## src/rtl/imem_loader_pkg.sv

```systemverilog
`default_nettype none
// ============================================================================
//  Module   : imem_loader_pkg
//  Purpose  : Shared types and constants for the instruction-memory loader.
//  Revision : 1.0  initial release
// ============================================================================
package imem_loader_pkg;

  typedef enum logic [2:0] {
    IDLE  = 3'd0,
    DATA  = 3'd1,
    WRITE = 3'd2,
    CSUM  = 3'd3,
    DONE  = 3'd4
  } loader_state_t;

  localparam int LOADER_N       = 32;
  localparam int BYTES_PER_WORD = LOADER_N / 8;

  function automatic int idx_width(input int bytes);
    return (bytes > 1) ? $clog2(bytes) : 1;
  endfunction

endpackage
`default_nettype wire

```

## src/rtl/imem_loader_byte_packer.sv

```systemverilog
`default_nettype none
// ============================================================================
//  Module   : byte_packer
//  Purpose  : Assembles little-endian bytes into one N-bit word.
//  Revision : 1.0  initial release
// ============================================================================
module byte_packer
  import imem_loader_pkg::*;
#(
  parameter int N = LOADER_N
) (
  input  logic         clk,
  input  logic         reset,
  input  logic         push,
  input  logic [7:0]   byte_in,
  input  logic         clear,
  output logic [N-1:0] word_out,
  output logic         word_full
);

  localparam int                 c_BYTES = N / 8;
  localparam int                 c_IDX_W = idx_width(c_BYTES);
  localparam logic [c_IDX_W-1:0] c_LAST  = c_IDX_W'(c_BYTES - 1);

  logic [c_IDX_W-1:0] r_idx;
  logic [N-1:0]       r_word;

  always_ff @(posedge clk or negedge reset) begin
    if (!reset) begin
      r_idx  <= '0;
      r_word <= '0;
    end else if (clear) begin
      r_idx <= '0;
    end else if (push) begin
      for (int b = 0; b < c_BYTES; b++) begin
        if (r_idx == c_IDX_W'(b)) r_word[b*8 +: 8] <= byte_in;
      end
      r_idx <= (r_idx == c_LAST) ? '0 : r_idx + 1'b1;
    end
  end

  // High while the next pushed byte is the one that completes the word.
  assign word_full = (r_idx == c_LAST);
  assign word_out  = r_word;

endmodule
`default_nettype wire

```

## src/rtl/imem_loader.sv

```systemverilog
`default_nettype none
// ============================================================================
//  Module   : imem_loader
//  Purpose  : Loads a checksummed byte-stream image into instruction RAM and
//             holds the CPU in reset until a valid image is present.
//  Revision : 1.0  initial release
// ============================================================================
module imem_loader
  import imem_loader_pkg::*;
#(
  parameter int N      = LOADER_N,
  parameter int ADDR_W = 8
) (
  input  logic              clk,
  input  logic              reset,
  input  logic              in_valid,
  input  logic [7:0]        in_data,
  output logic              in_ready,
  output logic              we,
  output logic [ADDR_W-1:0] waddr,
  output logic [N-1:0]      wdata,
  output logic              cpu_hold,
  output logic              load_done,
  output logic              load_err
);

  loader_state_t     r_state;
  loader_state_t     w_next;
  logic              w_xfer;
  logic              w_hdr;
  logic              w_push;
  logic              w_csum_ok;
  logic              w_csum_bad;
  logic              w_last_word;
  logic              w_word_full;
  logic [N-1:0]      w_word;
  logic [ADDR_W-1:0] r_count;
  logic [ADDR_W-1:0] r_waddr;
  logic [7:0]        r_acc;
  logic              r_hold;
  logic              r_done;
  logic              r_err;

  assign in_ready = (r_state != WRITE);
  assign w_xfer   = in_valid & in_ready;
  // A count of zero wraps so that the 256th word (address 255) is the last.
  assign w_last_word = (r_waddr == r_count - 1'b1);

  byte_packer #(.N(N)) u_packer (
    .clk       (clk),
    .reset     (reset),
    .push      (w_push),
    .byte_in   (in_data),
    .clear     (w_hdr),
    .word_out  (w_word),
    .word_full (w_word_full)
  );

  always_ff @(posedge clk or negedge reset) begin
    if (!reset) r_state <= IDLE;
    else        r_state <= w_next;
  end

  always_comb begin
    w_next     = r_state;
    w_hdr      = 1'b0;
    w_push     = 1'b0;
    w_csum_ok  = 1'b0;
    w_csum_bad = 1'b0;
    case (r_state)
      IDLE, DONE: begin
        if (w_xfer) begin
          w_hdr  = 1'b1;
          w_next = DATA;
        end
      end
      DATA: begin
        if (w_xfer) begin
          w_push = 1'b1;
          if (w_word_full) w_next = WRITE;
        end
      end
      WRITE: w_next = w_last_word ? CSUM : DATA;
      CSUM: begin
        if (w_xfer) begin
          if (in_data == r_acc) begin
            w_csum_ok = 1'b1;
            w_next    = DONE;
          end else begin
            w_csum_bad = 1'b1;
            w_next     = IDLE;
          end
        end
      end
      default: w_next = IDLE;
    endcase
  end

  always_ff @(posedge clk or negedge reset) begin
    if (!reset) begin
      r_count <= '0;
      r_waddr <= '0;
      r_acc   <= '0;
      r_hold  <= 1'b1;
      r_done  <= 1'b0;
      r_err   <= 1'b0;
    end else begin
      r_done <= w_csum_ok;
      if (w_hdr) begin
        r_count <= ADDR_W'(in_data);
        r_waddr <= '0;
        r_acc   <= '0;
        r_err   <= 1'b0;
        r_hold  <= 1'b1;
      end
      if (w_push)            r_acc   <= r_acc ^ in_data;
      if (r_state == WRITE)  r_waddr <= r_waddr + 1'b1;
      if (w_csum_ok)         r_hold  <= 1'b0;
      if (w_csum_bad)        r_err   <= 1'b1;
    end
  end

  assign we        = (r_state == WRITE);
  assign waddr     = r_waddr;
  assign wdata     = w_word;
  assign cpu_hold  = r_hold;
  assign load_done = r_done;
  assign load_err  = r_err;

endmodule
`default_nettype wire

```

## config.mk

```make
export PLATFORM = sky130hd
export DESIGN_NAME = imem_loader
export DESIGN_NICKNAME = d
export VERILOG_FILES = /design/src/rtl/imem_loader_pkg.sv /design/src/rtl/imem_loader_byte_packer.sv /design/src/rtl/imem_loader.sv
export SDC_FILE = /design/constraint.sdc
export NUM_CORES = 1
export LEC_CHECK = 0
export CELL_PAD_IN_SITES_DETAIL_PLACEMENT = 0
export CELL_PAD_IN_SITES_GLOBAL_PLACEMENT = 1
export CORE_MARGIN = 3
export CORE_UTILIZATION = 41
export CTS_CLUSTER_DIAMETER = 100
export DETAILED_ROUTE_END_ITERATION = 10
export PLACE_DENSITY = 0.81
export SYNTH_ARGS = -nofsm -noshare
export SYNTH_HDL_FRONTEND = slang
export SYNTH_SLANG_ARGS = --single-unit
```

## constraint.sdc

```tcl
create_clock -name clk -period 1.8 [get_ports clk]
set_clock_uncertainty 0.1 [all_clocks]
set_input_delay 0.18 -clock clk [delete_from_list [all_inputs] [get_ports clk]]
set_output_delay 0.18 -clock clk [all_outputs]
set_load 0.02 [all_outputs]
```

# Word-level counts from Yosys, hierarchy flattened
# Index checks and enable logic that the tools add are counted.
# W data, S select, Z words.
# word_totals
word_cells,70
out_inout_bits,45
regBits,64
# classes
bitwise_logic,3
n_reduce_logical,12
addsub,3
muxes,26
eq_ne,14
# op_table
operator,n
$mux W8,3
$eq A8 B8 Y1,2
$mux W3,5
$mux W1,13
$pmux W3 S4,1
$reduce_and A3 Y1,4
$add A8 B1 Y8 const B,1
$mux W2,4
$reduce_bool A2 Y1,4
$sub A8 B1 Y8 const B,1
$xor A8 B8 Y8,1
$eq A3 B2 Y1 const B,2
$ne A2 B2 Y1 const B,3
$eq A2 B2 Y1 const B,2
$reduce_and A4 Y1,1
$eq A3 B1 Y1 const B,1
$eq A3 B3 Y1 const B,1
$logic_not A3 Y1,1
$ne A3 B2 Y1 const B,1
$add A2 B1 Y2 const B,1
$eq A2 B1 Y1 const B,1
$logic_not A2 Y1,1
$ne A2 B1 Y1 const B,1
$reduce_or A2 Y1,1
other kinds (2),2

# Logic depth before layout (Yosys ltp)
# Gate-level depths: netlist of the first run.
# logic_depth
depth_word,6
mapped_depth,7

# By module
# From an unflattened synthesis of the first run, not the netlist that was laid out.
# hier_totals
hier_cells,270
hier_area_um2,3080.5
# by_module_without_submodules
module,seq_area_each_um2,cells_per_inst,area_per_inst_um2,n_inst
imem_loader,752.0,188,1682.9,1
byte_packer,850.8,82,1397.6,1

# Worst setup path after synthesis of the first run
# No wires, ideal clock.
# synth_path
path_kind,reg-to-reg
from,register r_state[0]
to,register r_waddr[7] (netlist: waddr[7])
n_path_buf,0
arrival_time_ns,1.496
setup_time_ns,0.136
required_ns,1.564
stages_incl_launch_ff,7
slack_ns,0.069
path_cell_list,dfrtp_1 > or3b_4 > inv_6 > nand4_4 > nor2_4 > nand3_2 > mux2i_1
# synth_via
elab_chain_cells,5
elab_cells_between_ends,10
# synth_rtl
element,line,text
start: declaration,imem_loader.sv:27,loader_state_t r_state;
start signal: assignment,imem_loader.sv:61,else r_state <= w_next;
$ne A3 B2 Y1,imem_loader.sv:44,assign in_ready = (r_state != WRITE);
named net in_ready,imem_loader.sv:18,"output logic in_ready,"
$and A1 B1 Y1,imem_loader.sv:45,assign w_xfer = in_valid & in_ready;
$mux W1,imem_loader.sv:72,if (w_xfer) begin
$mux W1,imem_loader.sv:70,case (r_state)
$reduce_bool A2 Y1 (no source line),-,
end signal: assignment,imem_loader.sv:117,if (r_state == WRITE) r_waddr <= r_waddr + 1'b1;
end: declaration,imem_loader.sv:38,logic [ADDR_W-1:0] r_waddr;
# The timed path passes the listed nets, and every way through them passes these cells.
# A chain may end at the register's enable or synchronous reset.

# Worst setup path after layout of the first run
# layout_path
from,register r_waddr[1] (netlist: waddr[1])
to,output port waddr[1]
# layout_lines
element,line,text
end: declaration,imem_loader.sv:20,"output logic [ADDR_W-1:0] waddr,"
# No word-level cell between the ends.

==> qor.yml, run 1 <==
floorplanning:
  core-area_um2: 6980
  io_pins: 56
  dieHeight_um: 92.2
  initial_utilization_pct: 43.6
  die_w_um: 92.2
  rows: 30
  die-area_um2: 8500
logic_synthesis:
  synth.cells.most_frequent: "dfrtp_1, nand2_1, mux2_2"
  yosysSeqAreaShare_pct: 52.6
  ys_async_sr_fraction_pct: 100
  synth_edf_count: 0
  syn_inst: 281
  synth.top_cell.area_share_pct: 51.7
  yosysMostFrequentCell: "dfrtp_1"
  ys.flop_type: "dfrtp_1"
  yosys_warnings: 0
  syn_area_um2: 3050
  synth_nets: 298
  postSynthAreaPerCell_um2: 10.8
  yosysUniqueCellTypes: 43
  yosys-top-cells-area: "dfrtp_1, mux2_2, nand2_1"
  ys_seq_elements: 64
  synth.largest_area_cell: "dfrtp_1"
worst_setup_path:
  cp_max_fo: 5
  critPathKind: "reg -> out"
  crit_family: "buffers and inverters"
  startpoint_type: "register"
  critPathRequiredTime_ps: 1520
  worstPathCellList: "clkdlybuf4s50_1"
  cpPeakStageDelay_ps: 660
  arrival_ps: 1470
  cpMaxStageDelayCell: "clkdlybuf4s50_1"
  crit_buf_inv: 1
  end_kind: "output pin"
clock_tree:
  insertion_delay_ps: 330
  clockBufferDepth: 2
  clk_pin_slew_ps: 70
  cts_sinks: 64
  cts_tree: "done"
  cts-buffers-inserted: 9
  clockRootBuffer: "clkbuf_8"
  htree_levels: 3
timing:
  hold_viol: 0
  setup-tns-final_ps: 0
  period_share_pct: 97.1
  final_max_slew_viol_count: 0
  fin_ws_ps: 52.0
  whs_ps: 286
  fmax_mhz: 572
  setup_viol: 0
  max_slew_margin_pct: 77.0
  min_period_ps: 1750
  worst_pin_slew_ps: 345
routing:
  drtPass1Iterations: 4
  vias: 2373
  wirelength_um: 7290
  via_per_inst: 5.05
  drtAntennaViolNets: 0
  drt-wirelength-per-cell_um: 15.5
  drc: 0
  dr.first_iter.drc_count: 81
cells_and_area:
  drive_above_1_share_pct: 25.4
  final.fill_count: 593
  syn_to_final_growth_pct: 38.8
  nNetsFinal: 386
  n_antenna_cell: 0
global_route:
  grtUsageTotal_pct: 18.5
  grt_pass1_wl_um: 12400
  grt_max_degree: 65
  first_global_vias: 2441
  grt_overflow: 0
  antenna_found_initial: 0
worst_hold_path:
  min_path_type: "in -> async"
placement:
  hpwl_um: 5000
  place_congestion: 0.793
  portBuffers: 55
  dp_slack_ps: -239
power:
  cellPowerDensity_nw_per_um2: 1780
  vdd_drop_max_uv: 1050
  power_leakage_nw: 1.96
  power_mw: 7.54
job:
  cap_violations: 0
outcome:
  status: "complete, no violations"
[metal layers]
layer  share of wire [%]  track usage, %
met1                  47            24.7
met5                   0               0
met3                 6.4            6.15
met2                  46            29.1
met4                0.70            4.83
[flip-flops by register name, summed over array words and instances (netlist names)]
register / count
u_packer.word_out: 32
u_packer.r_idx: 2
r_acc: 8
load_err: 1
waddr: 8
cpu_hold: 1
r_state: 3
r_count: 8
load_done: 1
[final timing paths]
check / from / end / slack, ps / cells after the start
setup / recovery: waddr[1] / waddr[1] / 50 / 1
hold / removal: reset / waddr[5] / 290 / 3
setup reg to reg: r_acc[1] / load_err / 80 / 6
hold reg to reg: u_packer.word_out[20] / u_packer.word_out[20] / 400 / 1
max in group asynchronous: reset / cpu_hold / 1010 / 3
min in group clk: u_packer.word_out[20] / u_packer.word_out[20] / 400 / 1
[stage by stage]
step / instances / area (um^2) / utilization (%)
floorplan: 281 / 3050 / -
global placement: 452 / 3920 / 56.1
detailed placement: 452 / 3920 / 56.1
CTS: 469 / 4180 / 59.9
global route: 470 / 4230 / 60.6
finish: 470 / 4230 / 60.6
[tightest hold or removal path: stages]
cell and delay (ps):
dlygate4sd3_1 510, buf_2 120, buf_12 290
[power breakdown]
group          switching [mW]  total [mW]  internal, mW
clock                   0.587        1.55         0.963
combinational            1.70        3.49          1.79
sequential              0.442        2.50          2.05
[timing repair]
action / in CTS / in global routing
endpoints found under the setup margin: 4 / 20
hold buffers: 1 / 0
hold endpoints to repair: 63 / 0
buffers inserted: 0 / 1
pin swaps: 0 / 3
gates resized for setup: 8 / 12
[logic make-up (layout without fill, tap and decap cells)]
group,after synthesis,after routing,share of synthesized area [%]
AND/OR/NAND/NOR,92,92,14.6
flip-flops,64,64,52.6
AO/OA/AOI/OAI,45,45,9.45
multiplexers,35,35,12.8
buffers and inverters,22,115,3.16
XOR/XNOR,17,17,4.89
adder cells (fa/ha/maj),6,6,2.46
[cell type report]
class                           instances  area (um^2)  share of cell area, %
Timing Repair Buffer                   91          827                   19.6
Tap cell                               96          120                   2.84
Clock buffer                           10          138                   3.26
Clock inverter                          6          114                   2.69
Sequential cell                        64         1600                   37.9
Inverter                                8         35.0                  0.829
Multi-Input combinational cell        195         1390                   32.9
[layout by cell type, fill, tap and decap left out, types with 2 or more instances in the layout]
master	netlist	routed
dfrtp_1	63	62
clkdlybuf4s50_1	0	51
nand2_1	44	42
buf_4	2	33
mux2_2	24	24
nor2_1	17	17
o21ai_0	17	16
xor2_1	11	11
clkbuf_8	0	10
a21o_1	8	8
mux2_1	8	8
inv_1	7	7
xnor2_1	6	6
nor2b_1	5	5
a21oi_1	5	5
ha_1	6	5
nand2b_1	4	4
nor3_1	4	4
nand3_1	4	4
mux2i_1	3	3
bufinv_16	0	3
inv_6	1	2
nor4_1	3	2
nand2_2	1	2
a31o_1	2	2
a22o_1	2	2
o31ai_1	2	2
o211ai_1	2	2
nand4_1	2	2
o22ai_1	2	2
clkinvlp_4	0	2
buf_2	1	2
Note: power is estimated with default switching activity, not from simulation.
==> run 2, diff against run 1 <==
CORE_MARGIN = default   (was 3)
==> qor.yml, run 2 (same netlist as run 1, synthesis figures left out) <==
worst_hold_path:
  min_path_type: "in -> async"
cells_and_area:
  syn_to_final_growth_pct: 38.4
  largest_reg_flops: 32  # unchanged
  nNetsFinal: 386  # unchanged
  final_cells: 473  # +0.64%
  n_antenna_cell: 0  # unchanged
  final_cell_mix: "dfrtp_1, clkdlybuf4s50_1, nand2_1"
  utilization_pct: 58.4  # -2.1 points
  layout_commonest_cell: "dfrtp_1"
  drive_above_1_share_pct: 25.1  # -0.27 points
timing:
  setup_viol: 0  # unchanged
  setup-tns-final_ps: 0  # unchanged
  max_slew_margin_pct: 75.8  # -1.2 points
  min_period_ps: 1730  # -16.8 ps
  hold_viol: 0  # unchanged
  period_share_pct: 96.2  # -0.94 points
  fmax_mhz: 578  # +0.97%
  rsz0062_at_grt: "no"
  final_max_slew_viol_count: 0  # unchanged
  worst_pin_slew_ps: 362  # +17.8 ps
placement:
  dp.cells: 456  # +0.88%
  portBuffers: 55  # unchanged
  hpwl_um: 4880  # -2.5%
  place_congestion: 0.742  # -6.3%
floorplanning:
  die_w_um: 88.2  # -4.3%
  core-area_um2: 7210  # +3.3%
  dieHeight_um: 88.2  # -4.3%
  io_pins: 56  # unchanged
  die-area_um2: 7780  # -8.5%
  rows: 31  # +3.3%
  initial_utilization_pct: 42.2  # -1.4 points
clock_tree:
  clockBufferDepth: 2  # unchanged
  clk_pin_slew_ps: 80  # about the same
  htree_levels: 3  # unchanged
  clockRootBuffer: "clkbuf_8"
  cts_sinks: 64  # unchanged
  insertion_delay_ps: 330  # about the same
  cts-buffers-inserted: 9  # unchanged
  cts_tree: "done"
routing:
  dr.first_iter.drc_count: 143  # +77%
  drtPass1Iterations: 4  # unchanged
  drt-wirelength-per-cell_um: 14.7  # -4.9%
  vias: 2331  # -1.8%
  wirelength_um: 6970  # -4.3%
  drc: 0  # unchanged
  via_per_inst: 4.93  # -2.4%
  drtAntennaViolNets: 0  # unchanged
global_route:
  grtUsageTotal_pct: 19.7  # +1.1 points
  grt_overflow: 0  # unchanged
  grt_max_degree: 52  # -20%
  antenna_found_initial: 0  # unchanged
  first_global_vias: 2419  # -0.90%
  grt_pass1_wl_um: 11600  # -6.7%
worst_setup_path:
  arrival_ps: 1850  # +380 ps
  critPathKind: "reg -> reg"
  startpoint_type: "register"
  cp_max_fo: 3  # -2
  r2r_slack_ps: 70  # about the same
  critPathRequiredTime_ps: 1920  # +400 ps
  end_kind: "register"
job:
  cap_violations: 0  # unchanged
power:
  power.share.combinational_pct: 45.8  # -0.5 points
  cellPowerDensity_nw_per_um2: 1770  # -0.68%
  internal_power_mw: 4.78  # -0.62%
  power_switching_mw: 2.68  # -1.6%
  vdd_drop_max_uv: 1040  # -1.1%
  p_clk_share_pct: 20.8  # +0.2 points
  switching_share_pct: 36.0  # -0.23 points
  sequentialPowerShare_pct: 33.3  # +0.2 points
  power_leakage_nw: 1.99  # +1.2%
outcome:
  status: "complete, no violations"
==> run 2: power groups by stage <==
stage	combinational, mW	clock (mW)	sequential, mW
2_1_floorplan	1.37	0	2.99
3_3_place_gp	3.31	0	2.48
3_5_place_dp	3.36	0	2.51
4_1_cts	3.40	1.58	2.49
5_1_grt	3.71	1.65	2.57
6_report	3.42	1.56	2.49
==> run 2: critical path, cell delays in order, from the launching register on <==
cell	delay [ps]
dfrtp_1	420
xor2_1	200
nor4_2	310
nand2_1	140
a31o_1	220
a22o_1	220
==> run 2: what timing repair did <==
| item | in CTS | in global routing |
|---|---|---|
| pin swaps | 0 | 2 |
| setup endpoints to repair | 4 | 7 |
| hold buffers | 1 | 0 |
| endpoints found under the hold margin | 13 | 0 |
| gates resized for setup | 7 | 9 |
| buffers inserted | 0 | 0 |
==> run 2: cell type report <==
cell class,count,area [um^2]
clock buffer,10,138
clock inverter,6,115
timing repair buffer,91,828
sequential,64,1610
tap,99,124
inverter,8,35.0
fill,643,3000
multi-input combinational,195,1370
==> run 2: worst paths after layout <==
| kind | from | to | cells past startpoint |
|---|---|---|---|
| setup / recovery | r_acc[7] | load_err | 5 |
| hold / removal | reset | waddr[5] | 2 |
| setup reg to reg | r_acc[7] | load_err | 5 |
| hold reg to reg | u_packer.word_out[22] | u_packer.word_out[22] | 1 |
| max in group asynchronous | reset | r_count[2] | 3 |
| min in group clk | u_packer.word_out[22] | u_packer.word_out[22] | 1 |
==> run 2: through the flow <==
step	area (um^2)	power (mW)	hold slack, ps	setup slack (ps)
floorplan	3050	4.36	-216	68.8
global placement	3930	5.80	14.5	-194
detailed placement	3930	5.87	9.69	-226
CTS	4190	7.47	183	1.89
global route	4220	7.93	216	4.27
finish	4220	7.47	185	68.8
==> run 2: layer usage <==
layer	global-route usage, %	up-vias	part of all wire (%)	wire length [um]
li1	-	1136	-	-
met1	26.1	1142	47	3310
met4	5.28	0	0.52	36
met2	30.8	49	46	3220
met3	6.79	4	5.9	413
met5	0	-	0	0
